File: src/rtl/dht11_receptor.sv
// rtl/dht11_receptor.sv - DHT11 single-wire frame receiver: response/bit timing, shift-in, checksum
module dht11_receptor #(
  parameter int CICLOS_US     = 50,
  parameter int LIMIAR_BIT_US = 40,
  parameter int RESP_MIN_US   = 40,
  parameter int TIMEOUT_US    = 200
) (
  input  logic        clock,
  input  logic        reset,
  input  logic        iniciar,
  input  logic        dht_in,
  output logic        pronto,
  output logic        medida_ok,
  output logic        erro_timeout,
  output logic [7:0]  umidade,
  output logic [7:0]  temperatura,
  output logic [39:0] dados,
  output logic [3:0]  db_estado
);
  localparam int            PW        = (CICLOS_US > 1) ? $clog2(CICLOS_US) : 1;
  localparam logic [PW-1:0] PRESC_MAX = PW'(CICLOS_US - 1);
  localparam logic [7:0]    LIMIAR    = 8'(LIMIAR_BIT_US);
  localparam logic [7:0]    RESP_MIN  = 8'(RESP_MIN_US);
  localparam logic [7:0]    TIMEOUT   = 8'(TIMEOUT_US);

  typedef enum logic [3:0] {
    OCIOSO      = 4'd0,
    ESPERA_RESP = 4'd1,
    RESP_BAIXO  = 4'd2,
    RESP_ALTO   = 4'd3,
    BIT_BAIXO   = 4'd4,
    BIT_ALTO    = 4'd5,
    VERIFICA    = 4'd6,
    FIM         = 4'd7,
    ERRO        = 4'd8
  } estado_t;

  estado_t       estado, prox;
  logic          s1, s2, s_ant;
  logic          borda_desc, borda_sub;
  logic [PW-1:0] presc;
  logic          tick_us;
  logic [7:0]    us, us_agora;
  logic [5:0]    n_bits;
  logic [7:0]    soma;
  logic          ocupado, zera_tempo;
  logic          limpar, deslocar, verificar, falhar;

  always_ff @(posedge clock) begin
    if (!reset) begin
      s1    <= 1'b1;
      s2    <= 1'b1;
      s_ant <= 1'b1;
    end else begin
      s1    <= dht_in;
      s2    <= s1;
      s_ant <= s2;
    end
  end

  assign borda_desc = s_ant & ~s2;
  assign borda_sub  = ~s_ant & s2;
  assign tick_us    = (presc == PRESC_MAX);
  // Count includes the current cycle so a level is measured edge to edge.
  assign us_agora   = (tick_us && us != 8'hFF) ? us + 8'd1 : us;
  assign soma       = dados[39:32] + dados[31:24] + dados[23:16] + dados[15:8];
  assign ocupado    = estado inside {ESPERA_RESP, RESP_BAIXO, RESP_ALTO, BIT_BAIXO, BIT_ALTO};
  assign zera_tempo = borda_desc | borda_sub | (prox != estado);
  assign db_estado  = estado;

  always_ff @(posedge clock) begin
    if (!reset) begin
      estado <= OCIOSO;
      presc  <= '0;
      us     <= '0;
    end else begin
      estado <= prox;
      if (zera_tempo) begin
        presc <= '0;
        us    <= '0;
      end else begin
        presc <= tick_us ? '0 : presc + 1'b1;
        us    <= us_agora;
      end
    end
  end

  always_comb begin
    prox      = estado;
    limpar    = 1'b0;
    deslocar  = 1'b0;
    verificar = 1'b0;
    pronto    = 1'b0;
    case (estado)
      OCIOSO: if (iniciar) begin
        prox   = ESPERA_RESP;
        limpar = 1'b1;
      end
      ESPERA_RESP: if (borda_desc) prox = RESP_BAIXO;
      RESP_BAIXO:  if (borda_sub)  prox = (us_agora >= RESP_MIN) ? RESP_ALTO : ERRO;
      RESP_ALTO:   if (borda_desc) prox = (us_agora >= RESP_MIN) ? BIT_BAIXO : ERRO;
      BIT_BAIXO:   if (borda_sub)  prox = BIT_ALTO;
      BIT_ALTO: if (borda_desc) begin
        deslocar = 1'b1;
        prox     = (n_bits == 6'd39) ? VERIFICA : BIT_BAIXO;
      end
      VERIFICA: begin
        verificar = 1'b1;
        prox      = FIM;
      end
      FIM: begin
        pronto = 1'b1;
        prox   = OCIOSO;
      end
      ERRO: begin
        pronto = 1'b1;
        prox   = OCIOSO;
      end
      default: prox = OCIOSO;
    endcase
    if (ocupado && us_agora >= TIMEOUT) begin
      prox     = ERRO;
      deslocar = 1'b0;
    end
    falhar = (prox == ERRO) && (estado != ERRO);
  end

  // Status is registered on entry to ERRO/FIM so it is valid alongside pronto.
  always_ff @(posedge clock) begin
    if (!reset) begin
      dados        <= '0;
      n_bits       <= '0;
      medida_ok    <= 1'b0;
      erro_timeout <= 1'b0;
      umidade      <= '0;
      temperatura  <= '0;
    end else begin
      if (limpar) begin
        dados        <= '0;
        n_bits       <= '0;
        medida_ok    <= 1'b0;
        erro_timeout <= 1'b0;
      end
      if (deslocar) begin
        dados  <= {dados[38:0], us_agora >= LIMIAR};
        n_bits <= n_bits + 6'd1;
      end
      if (verificar) begin
        medida_ok <= (soma == dados[7:0]);
        if (soma == dados[7:0]) begin
          umidade     <= dados[39:32];
          temperatura <= dados[23:16];
        end
      end
      if (falhar) begin
        erro_timeout <= 1'b1;
        medida_ok    <= 1'b0;
      end
    end
  end
endmodule

File: config.mk
export PLATFORM = sky130hd
export DESIGN_NAME = dht11_receptor
export DESIGN_NICKNAME = d
export VERILOG_FILES = /design/src/rtl/dht11_receptor.sv
export SDC_FILE = /design/constraint.sdc
export NUM_CORES = 1
export LEC_CHECK = 0
export ABC_CLOCK_PERIOD_IN_PS = 5600
export CORE_MARGIN = 1
export CORE_UTILIZATION = 59
export DETAILED_ROUTE_END_ITERATION = 7
export PLACE_DENSITY = 0.86
export REMOVE_ABC_BUFFERS = 1
export SYNTH_ARGS = -nofsm -noshare
export SYNTH_HDL_FRONTEND = slang
export SYNTH_SLANG_ARGS = --single-unit
export TNS_END_PERCENT = 5
File: constraint.sdc
create_clock -name clock -period 5.6 [get_ports clock]
set_clock_uncertainty 0.15 [all_clocks]
set_input_delay 1.12 -clock clock [delete_from_list [all_inputs] [get_ports clock]]
set_output_delay 1.12 -clock clock [all_outputs]
set_load 0.03 [all_outputs]
==> impl_metrics.ini <==
[timing]
slew_headroom_pct = 29.5
slew_violations = 0
final-hold-violation-count = 0
fin_hold_ws_ns = 0.256
rsz0062_at_grt = false
max_freq_mhz = 240
final.setup.tns_ns = 0
period_share_pct = 74.4
worstMarginPinSlew_ns = 1.06
fin_crit_ns = 4.16
report.final.setup_viol = 0

[clock_tree]
post_cts_resized = 0
clkTransAtPathRegs_ns = 0.09
clockBufferDepth = 2
post_cts_buffers = 0
clock-sinks = 85
clkLatencyLatePin_ns = 0.36
cts-buffers-inserted = 9
htreeDepth = 3
root_buffer = clkbuf_8
cts_tree = yes
hold_buffers = 0

[power_and_ir_drop]
cellPowerDensity_mw_per_mm2 = 198
leakagePower_nw = 1.82
peakVddDrop_v = 0.000121

[global_route]
grt_first_pass_wirelength_um = 17900
antenna_found_initial = 0
grt_max_degree = 63
grt.overflow.total = 0
track_usage_pct = 27.3
first_global_vias = 3620

[setup_path]
r2r-end = umidade[1]
start_kind = flop
cp_data_required_time_ns = 5.72
rrSetupSlack_ns = 1.44
crit_fanout = 11
worstReg2RegStart = dados[17]
crit_end = umidade[1]
reg2reg_depth = 12
startpoint = dados[17]
critPathArrivalTime_ns = 4.29
path_class = flop to flop
cp-end-kind = flop

[logic_synthesis]
synth_top_area_share_pct = 37.4
yosys_warnings = 0
synth_adder_area_share_pct = 9.73
synth_xor_area_share_pct = 5.19
synthSimpleGateAreaFrac_pct = 24.6
synth.yosys.seq_area_share_pct = 37.4
synthTopCellsByArea = dfxtp_1 (37%), nand3_1 (7.9%), a21oi_1 (7.4%)
avgSynthCellArea_um2 = 8.77
syn_inst = 519
synth_compound_area_share_pct = 17.0
syn_area_mm2 = 0.00455
yosysTopAreaCell = dfxtp_1
synth_cell_types = 56
synth_seq_cells = 85
synth-edff-count = 0
synthMuxAreaShare_pct = 0.879
synthFlopType = dfxtp_1
synthArstFlopShare_pct = 0
synth_top_family_by_area = simple AND/OR/NAND/NOR gates

[placement]
hpwl_um = 7370
io_buffer_count = 66
gp_congestion = 0.837

[route]
drt_iter0_drc = 264
remaining_drc_errors = 0
wl_um = 11000
wl_per_cell_um = 16.4
antenna_left = 0
first_pass_iters = 5
vias = 4075
viasPerCell = 6.11

[floorplanning]
ioPinCount = 67
die_area_mm2 = 0.00807
core_area_mm2 = 0.00737
start_util_pct = 61.8
die_height_um = 89.8
fp-row-count = 31
die_x_um = 89.8

[layout]
n_antenna_cell = 0
nets = 595
final_layout_size_suffix_gt1_share_pct = 8.63
fillers = 572
syn_to_final_growth_pct = 17.4

[status]
outcome = finished, final reports clean

[job]
cap_violations = 0

[worst_hold_path]
hold_path.class = flop to flop
## routing by layer
| layer | track usage (%) | up-vias | wire length (um) |
|---|---|---|---|
| met5 | 0 | - | 0 |
| met4 | 9.70 | 0 | 213 |
| met3 | 4.65 | 21 | 553 |
| met2 | 45.5 | 144 | 5360 |
| met1 | 35.6 | 1971 | 4840 |
| li1 | - | 1939 | - |
## cell families (layout without fill, tap and decap cells)
kind of cell | Yosys count | count (layout)
muxes | 4 | 4
DFF | 85 | 85
and+or+nand+nor | 202 | 202
xor gates and xnor gates | 27 | 27
adders and majority gates | 27 | 27
AOI/OAI and AO/OA | 125 | 125
buffers and inverters | 49 | 98
## synth_stat cells (4+ instances only)
library cell,number
nor4_2,4
nor3_1,4
mux2i_1,4
clkbuf_1,20
o21ai_1,16
buf_4,9
nand2_1,57
nand4_1,4
nand3_1,72
nor2_1,11
nor3_2,8
xnor2_1,15
fa_1,14
nand2b_1,7
buf_2,5
inv_1,12
o21ai_0,10
dfxtp_1,85
a31oi_1,6
and3_1,4
ha_1,13
xor2_1,12
nor4_1,4
a21oi_1,67
or3_1,6
## stage by stage
| stage | instance area (um2) | setup WS [ns] | utilization [%] | cells | total power [mW] |
|---|---|---|---|---|---|
| 2_1_floorplan | 4360 | 1.73 | - | 483 | 0.665 |
| 3_3_place_gp | 5180 | 1.72 | 70.3 | 652 | 0.682 |
| 3_5_place_dp | 5180 | 1.58 | 70.3 | 652 | 0.684 |
| 4_1_cts | 5340 | 1.53 | 72.5 | 667 | 1.06 |
| 5_1_grt | 5340 | 1.26 | 72.5 | 667 | 1.09 |
| 6_report | 5340 | 1.44 | 72.5 | 667 | 1.06 |
## placed cells by master, fill, tap and decap left out, types with 6 or more instances in the layout
| cell | instances |
|---|---|
| nor3_2 | 8 |
| fa_1 | 14 |
| xor2_1 | 12 |
| nand3_1 | 72 |
| o21ai_1 | 16 |
| clkbuf_8 | 10 |
| ha_1 | 13 |
| nand2_1 | 57 |
| o21ai_0 | 10 |
| a21oi_1 | 67 |
| a31oi_1 | 6 |
| nor2_1 | 11 |
| dfxtp_1 | 85 |
| nand2b_1 | 7 |
| xnor2_1 | 15 |
| or3_1 | 6 |
| inv_1 | 12 |
| clkdlybuf4s50_1 | 66 |
## worst max-delay path, cell delays in order (launching register included)
cell	delay, ns
dfxtp_1	0.42
fa_1	0.46
fa_1	0.53
ha_1	0.18
inv_1	0.06
fa_1	0.39
nand2b_1	0.16
a21oi_1	0.23
a31oi_1	0.19
xor2_1	0.79
buf_4	0.28
o21ai_1	0.08
a21oi_1	0.15
## layout make-up
class	instances	area, um2	area share (%)
clock inverter	4	25.0	0.468
inverter	13	48.8	0.913
sequential	85	1700	31.8
clock buffer	11	141	2.65
timing repair buffer	70	691	12.9
tap	99	124	2.32
multi-input combinational	385	2610	48.9
## flip-flops by register name, summed over array words and instances (netlist names)
name and flops:
presc 6, temperatura 8, s1 1, erro_timeout 1, medida_ok 1, s2 1, umidade 8, us 8
dados 40, s_ant 1, db_estado 4, n_bits 6
## report_power, final
group          switching [mW]  internal, mW  leakage [nW]
combinational          0.0419        0.0151          1.05
sequential            0.00566         0.607         0.686
clock                   0.217         0.170        0.0812
total                   0.265         0.792          1.82
## worst min-delay path by stage
stage          from  to  slack, ns  depth (start not counted)
2_1_floorplan    s1  s2       0.24                          1
3_3_place_gp     s1  s2       0.24                          1
3_5_place_dp     s1  s2       0.25                          1
4_1_cts          s1  s2       0.25                          1
5_1_grt          s1  s2       0.27                          1
6_report         s1  s2       0.26                          1
Power figures use the tool's default switching activity.
